$ cat config.mk
export PLATFORM = sky130hd
export DESIGN_NAME = sap_datapath
export DESIGN_NICKNAME = d
export VERILOG_FILES = /design/src/rtl/sap_pkg.sv /design/src/rtl/sap_alu.sv /design/src/rtl/sap_datapath.sv
export SDC_FILE = /design/constraint.sdc
export NUM_CORES = 1
export LEC_CHECK = 0
export ABC_AREA = 1
export BUFFER_PORTS_ARGS = -buffer_cell sky130_fd_sc_hd__buf_2
export CORE_MARGIN = 2
export CORE_UTILIZATION = 57
export CTS_CLUSTER_SIZE = 14
export DETAILED_ROUTE_END_ITERATION = 8
export GPL_TIMING_DRIVEN = 1
export PLACE_DENSITY = 0.82
export SETUP_SLACK_MARGIN = 0.5
export SYNTH_ARGS = -nofsm -noshare
export SYNTH_HDL_FRONTEND = slang
export SYNTH_SLANG_ARGS = --single-unit
$ cat constraint.sdc
create_clock -name CLK -period 7 [get_ports CLK]
set_clock_uncertainty 0.05 [all_clocks]
set_input_delay 1.4 -clock CLK [delete_from_list [all_inputs] [get_ports CLK]]
set_output_delay 1.4 -clock CLK [all_outputs]
set_load 0.02 [all_outputs]
$ cat src/rtl/sap_pkg.sv
// Shared constants and types for the SAP accumulator datapath.
package sap_pkg;

    localparam int unsigned DATA_W = 8;
    localparam int unsigned ADDR_W = 4;
    localparam int unsigned OP_W   = 4;
    localparam int unsigned NUM_PH = 6;

    localparam logic [OP_W-1:0] OP_LDA = 4'h0;
    localparam logic [OP_W-1:0] OP_ADD = 4'h1;
    localparam logic [OP_W-1:0] OP_SUB = 4'h2;
    localparam logic [OP_W-1:0] OP_JMP = 4'h3;
    localparam logic [OP_W-1:0] OP_JZ  = 4'h4;
    localparam logic [OP_W-1:0] OP_OUT = 4'hE;
    localparam logic [OP_W-1:0] OP_HLT = 4'hF;

    localparam int unsigned PH_S0 = 0;
    localparam int unsigned PH_S1 = 1;
    localparam int unsigned PH_S2 = 2;
    localparam int unsigned PH_S3 = 3;
    localparam int unsigned PH_S4 = 4;
    localparam int unsigned PH_S5 = 5;

    typedef struct packed {
        logic [OP_W-1:0]   op;
        logic [ADDR_W-1:0] addr;
    } instr_t;

    // True when exactly one phase strobe is high.
    function automatic logic is_onehot(input logic [NUM_PH-1:0] v);
        int unsigned n;
        n = 0;
        for (int i = 0; i < int'(NUM_PH); i++) begin
            if (v[i]) n++;
        end
        return (n == 1);
    endfunction

endpackage

$ cat src/rtl/sap_alu.sv
// Combinational add/subtract unit; carry on subtract means no borrow.
module sap_alu
    import sap_pkg::*;
(
    input  logic [DATA_W-1:0] a,
    input  logic [DATA_W-1:0] b,
    input  logic              sub,
    output logic [DATA_W-1:0] result,
    output logic              carry,
    output logic              zero
);

    localparam int unsigned SUM_W = DATA_W + 1;

    logic [DATA_W-1:0] b_eff;
    logic [SUM_W-1:0]  sum;

    // Subtraction as a + ~b + 1 so the carry-out is the no-borrow flag.
    always_comb begin
        b_eff = sub ? ~b : b;
        sum   = SUM_W'(a) + SUM_W'(b_eff) + SUM_W'(sub);
    end

    assign result = sum[DATA_W-1:0];
    assign carry  = sum[DATA_W];
    assign zero   = (sum[DATA_W-1:0] == '0);

endmodule

$ cat src/rtl/sap_datapath.sv
// Phase-strobed SAP datapath: fetch, decode and three-phase execute driven by S0..S5.
module sap_datapath
    import sap_pkg::*;
#(
    parameter logic [ADDR_W-1:0] PC_RESET     = 4'h0,
    parameter bit                CHECK_ONEHOT = 1'b1
) (
    input  logic              CLK,
    input  logic              RESET_N,
    input  logic              CLR,
    input  logic              S0,
    input  logic              S1,
    input  logic              S2,
    input  logic              S3,
    input  logic              S4,
    input  logic              S5,
    input  logic [DATA_W-1:0] MEM_DATA,
    output logic [ADDR_W-1:0] MEM_ADDR,
    output logic [DATA_W-1:0] OUT_DATA,
    output logic              OUT_VALID,
    output logic              CARRY,
    output logic              ZERO,
    output logic              HALT,
    output logic              PHASE_ERR
);

    logic [NUM_PH-1:0] phase;
    logic              phase_bad;
    logic [ADDR_W-1:0] pc;
    logic [ADDR_W-1:0] mar;
    instr_t            ir;
    logic [DATA_W-1:0] a_reg;
    logic [DATA_W-1:0] b_reg;
    logic [DATA_W-1:0] alu_result;
    logic              alu_carry;
    logic              alu_zero;

    assign phase     = {S5, S4, S3, S2, S1, S0};
    assign phase_bad = CHECK_ONEHOT && !is_onehot(phase);
    assign MEM_ADDR  = mar;

    sap_alu u_alu (
        .a      (a_reg),
        .b      (b_reg),
        .sub    (ir.op == OP_SUB),
        .result (alu_result),
        .carry  (alu_carry),
        .zero   (alu_zero)
    );

    // Architectural registers; CLR outranks halt, halt outranks strobe actions.
    always_ff @(posedge CLK or negedge RESET_N) begin
        if (!RESET_N) begin
            pc        <= PC_RESET;
            mar       <= '0;
            ir        <= '0;
            a_reg     <= '0;
            b_reg     <= '0;
            OUT_DATA  <= '0;
            OUT_VALID <= 1'b0;
            CARRY     <= 1'b0;
            ZERO      <= 1'b0;
            HALT      <= 1'b0;
            PHASE_ERR <= 1'b0;
        end else if (CLR) begin
            pc        <= PC_RESET;
            mar       <= '0;
            ir        <= '0;
            a_reg     <= '0;
            b_reg     <= '0;
            OUT_DATA  <= '0;
            OUT_VALID <= 1'b0;
            CARRY     <= 1'b0;
            ZERO      <= 1'b0;
            HALT      <= 1'b0;
        end else begin
            OUT_VALID <= 1'b0;
            if (!HALT) begin
                if (phase_bad) begin
                    PHASE_ERR <= 1'b1;
                end else begin
                    if (phase[PH_S0]) mar <= pc;
                    if (phase[PH_S1]) pc <= pc + ADDR_W'(1);
                    if (phase[PH_S2]) ir <= instr_t'(MEM_DATA);
                    if (phase[PH_S3]) begin
                        case (ir.op)
                            OP_LDA, OP_ADD, OP_SUB: mar <= ir.addr;
                            OP_JMP: pc <= ir.addr;
                            OP_JZ:  if (ZERO) pc <= ir.addr;
                            OP_OUT: begin
                                OUT_DATA  <= a_reg;
                                OUT_VALID <= 1'b1;
                            end
                            OP_HLT: HALT <= 1'b1;
                            default: ;
                        endcase
                    end
                    if (phase[PH_S4]) begin
                        case (ir.op)
                            OP_LDA:         a_reg <= MEM_DATA;
                            OP_ADD, OP_SUB: b_reg <= MEM_DATA;
                            default: ;
                        endcase
                    end
                    if (phase[PH_S5] && (ir.op == OP_ADD || ir.op == OP_SUB)) begin
                        a_reg <= alu_result;
                        CARRY <= alu_carry;
                        ZERO  <= alu_zero;
                    end
                end
            end
        end
    end

endmodule

==> out/qor.csv <==
metric,value,unit
outcome,completed,
cts_sinks,45,
die_w,75.9,microns
setup-violations-final,0,
drt_first_pass_iters,4,
ys_ff_latch,45,
required,7150,ps
postCtsHoldBufs,0,
dominantRegCellSynth,dfrtp_1,
yosysSeqAreaShare,0.382,
avgSynthCellArea,7.12,sq um
antennaDiodeCount,0,
end_kind,flip-flop,
crit_path_max_incr_delay,640,ps
synthArstFlopShare,1.00,
dieArea,5770,sq um
post-cts-setup-buffers,0,
path_class,input pin to flip-flop,
final_common_cell,nand2_1,
antenna_found_initial,0,
synth_cell_type_count,35,
worstMarginPinSlew,966,ps
wl_per_cell,12.6,microns
clock.fmax,0.195,GHz
area_growth,11.3,%
globalplace.congestion,0.888,
ys_warn_count,0,
grt_pass1_wl,11.3,mm
htreeDepth,2,
cts_resized,0,
dp_hpwl,5.07,mm
p_leak,1.85,nW
cts_buffers,5,
avgViaCountPerCell,5.27,
final_cell_mix,"nand2_1 (150), dfrtp_1 (45), inv_1 (45)",
coreArea,5040,sq um
synth_edf_count,0,
dp_cells,509,
hold_class,flip-flop to flip-flop,
cts.path.max_buffers,2,
clk_latency,310,ps
port_buffers,33,
start_util,0.585,
drc,0,
stdcell_count,517,
drt-initial-drc-count,184,
die_y,75.9,microns
path_max_fanout,37,
finalHoldViolCount,0,
grt_pass1_vias,2423,
tns,0,ps
path_clk_slew,80,ps
crit_buf_inv,5,
cpMaxStageDelayCell,o21bai_4,
slew_violations,0,
cts_root_buf,clkbuf_8,
period_share,0.734,
synth.cell_area,2950,sq um
syn_inst,414,
relSlewSlack,0.356,
routed_wirelength,6.52,mm
layout_setup_ws,1860,ps
via_count,2727,
synth_nets,445,
arrival,5290,ps
grtUsageTotal,0.241,
gr-total-overflow,0,
post_route_cells_drive_above_1_share,0.128,
post-place-ws,1600,ps
crit_family,simple AND/OR/NAND/NOR gates,
drt.antenna.violating_nets,0,
irDropWorstVdd,129,uV
path_common_cell,nand2_1,
maxCapViolations,0,
cts_tree,yes,
grt_max_degree,46,
nets,477,
p_per_area,252,nW/um^2
rsz0062_at_grt,false,
ios,34,
worst_setup_path_start_kind,input pin,
post-route-min-period,5140,ps
core.rowCount,26,
## layer usage
metal  global-route usage  vias up  part of all wire
met5                    0        -                 0
met3               0.0381       11             0.058
met4               0.0745        0             0.017
met2                0.379       72              0.45
li1                     -     1399                 -
met1                0.345     1245              0.48
## Yosys cell counts, drive strengths merged (4+ instances only)
cell / instances / area [sq um]
o21ai: 23 / 115
ha: 13 / 163
clkbuf: 4 / 15.0
xor2: 6 / 52.6
nand4: 6 / 37.5
nand3: 41 / 210
xnor2: 7 / 61.3
dfrtp: 45 / 1130
buf: 4 / 41.3
nand2: 153 / 582
or2: 4 / 25.0
a21oi: 15 / 78.8
a31o: 4 / 35.0
nor2: 28 / 108
inv: 47 / 176
## tightest hold or removal path, cell delays in order (launching register included)
cell     delay (ps)
dfrtp_1         340
nand2_1          50
nand2_1          40
## final timing paths
| kind | from | to | slack [ps] | cells past startpoint |
|---|---|---|---|---|
| max in group asynchronous | RESET_N | PHASE_ERR$_DFFE_PN0P_ | 5100 | 1 |
| setup / recovery | S0 | ir[6]$_DFFE_PN0P_ | 1860 | 25 |
| hold reg to reg | OUT_DATA[2]$_DFFE_PN0P_ | OUT_DATA[2]$_DFFE_PN0P_ | 420 | 2 |
| hold / removal | OUT_DATA[2]$_DFFE_PN0P_ | OUT_DATA[2]$_DFFE_PN0P_ | 420 | 2 |
| min in group asynchronous | RESET_N | pc[1]$_DFFE_PN0P_ | 1190 | 1 |
| setup reg to reg | ir[7]$_DFFE_PN0P_ | a_reg[7]$_DFFE_PN0P_ | 4170 | 15 |
## final cells by class
| type | instances | area (sq um) |
|---|---|---|
| Clock inverter | 3 | 68.8 |
| Multi-Input combinational cell | 314 | 1590 |
| Clock buffer | 5 | 68.8 |
| Timing Repair Buffer | 33 | 165 |
| Fill cell | 451 | 1760 |
| Sequential cell | 45 | 1130 |
| Inverter | 47 | 176 |
| Tap cell | 70 | 87.6 |
## stage by stage
step / hold slack [ps] / cell area (sq um) / utilization / power [mW]
after floorplan: 409 / 2950 / - / 0.528
after global placement: 398 / 3150 / 0.624 / 0.587
after detailed placement: 407 / 3150 / 0.624 / 0.593
after CTS: 427 / 3280 / 0.651 / 0.830
after global routing: 464 / 3280 / 0.651 / 0.884
final: 419 / 3280 / 0.651 / 0.828
## logic make-up (layout without fill, tap and decap cells)
group,after synthesis,after routing,share of synthesized area
AOI/OAI and AO/OA,50,50,0.101
xor gates and xnor gates,13,13,0.0386
adders and majority gates,14,14,0.0619
buffers and inverters,55,88,0.0789
DFF,45,45,0.382
and+or+nand+nor,237,237,0.337
## report_power, final
group | internal, mW | total [mW] | switching, mW | leakage [nW]
clock network | 0.144 | 0.237 | 0.0930 | 0.0687
registers | 0.293 | 0.328 | 0.0342 | 0.595
logic | 0.0960 | 0.264 | 0.168 | 1.19
total | 0.533 | 0.828 | 0.295 | 1.85
Note: power is estimated with default switching activity, not from simulation.
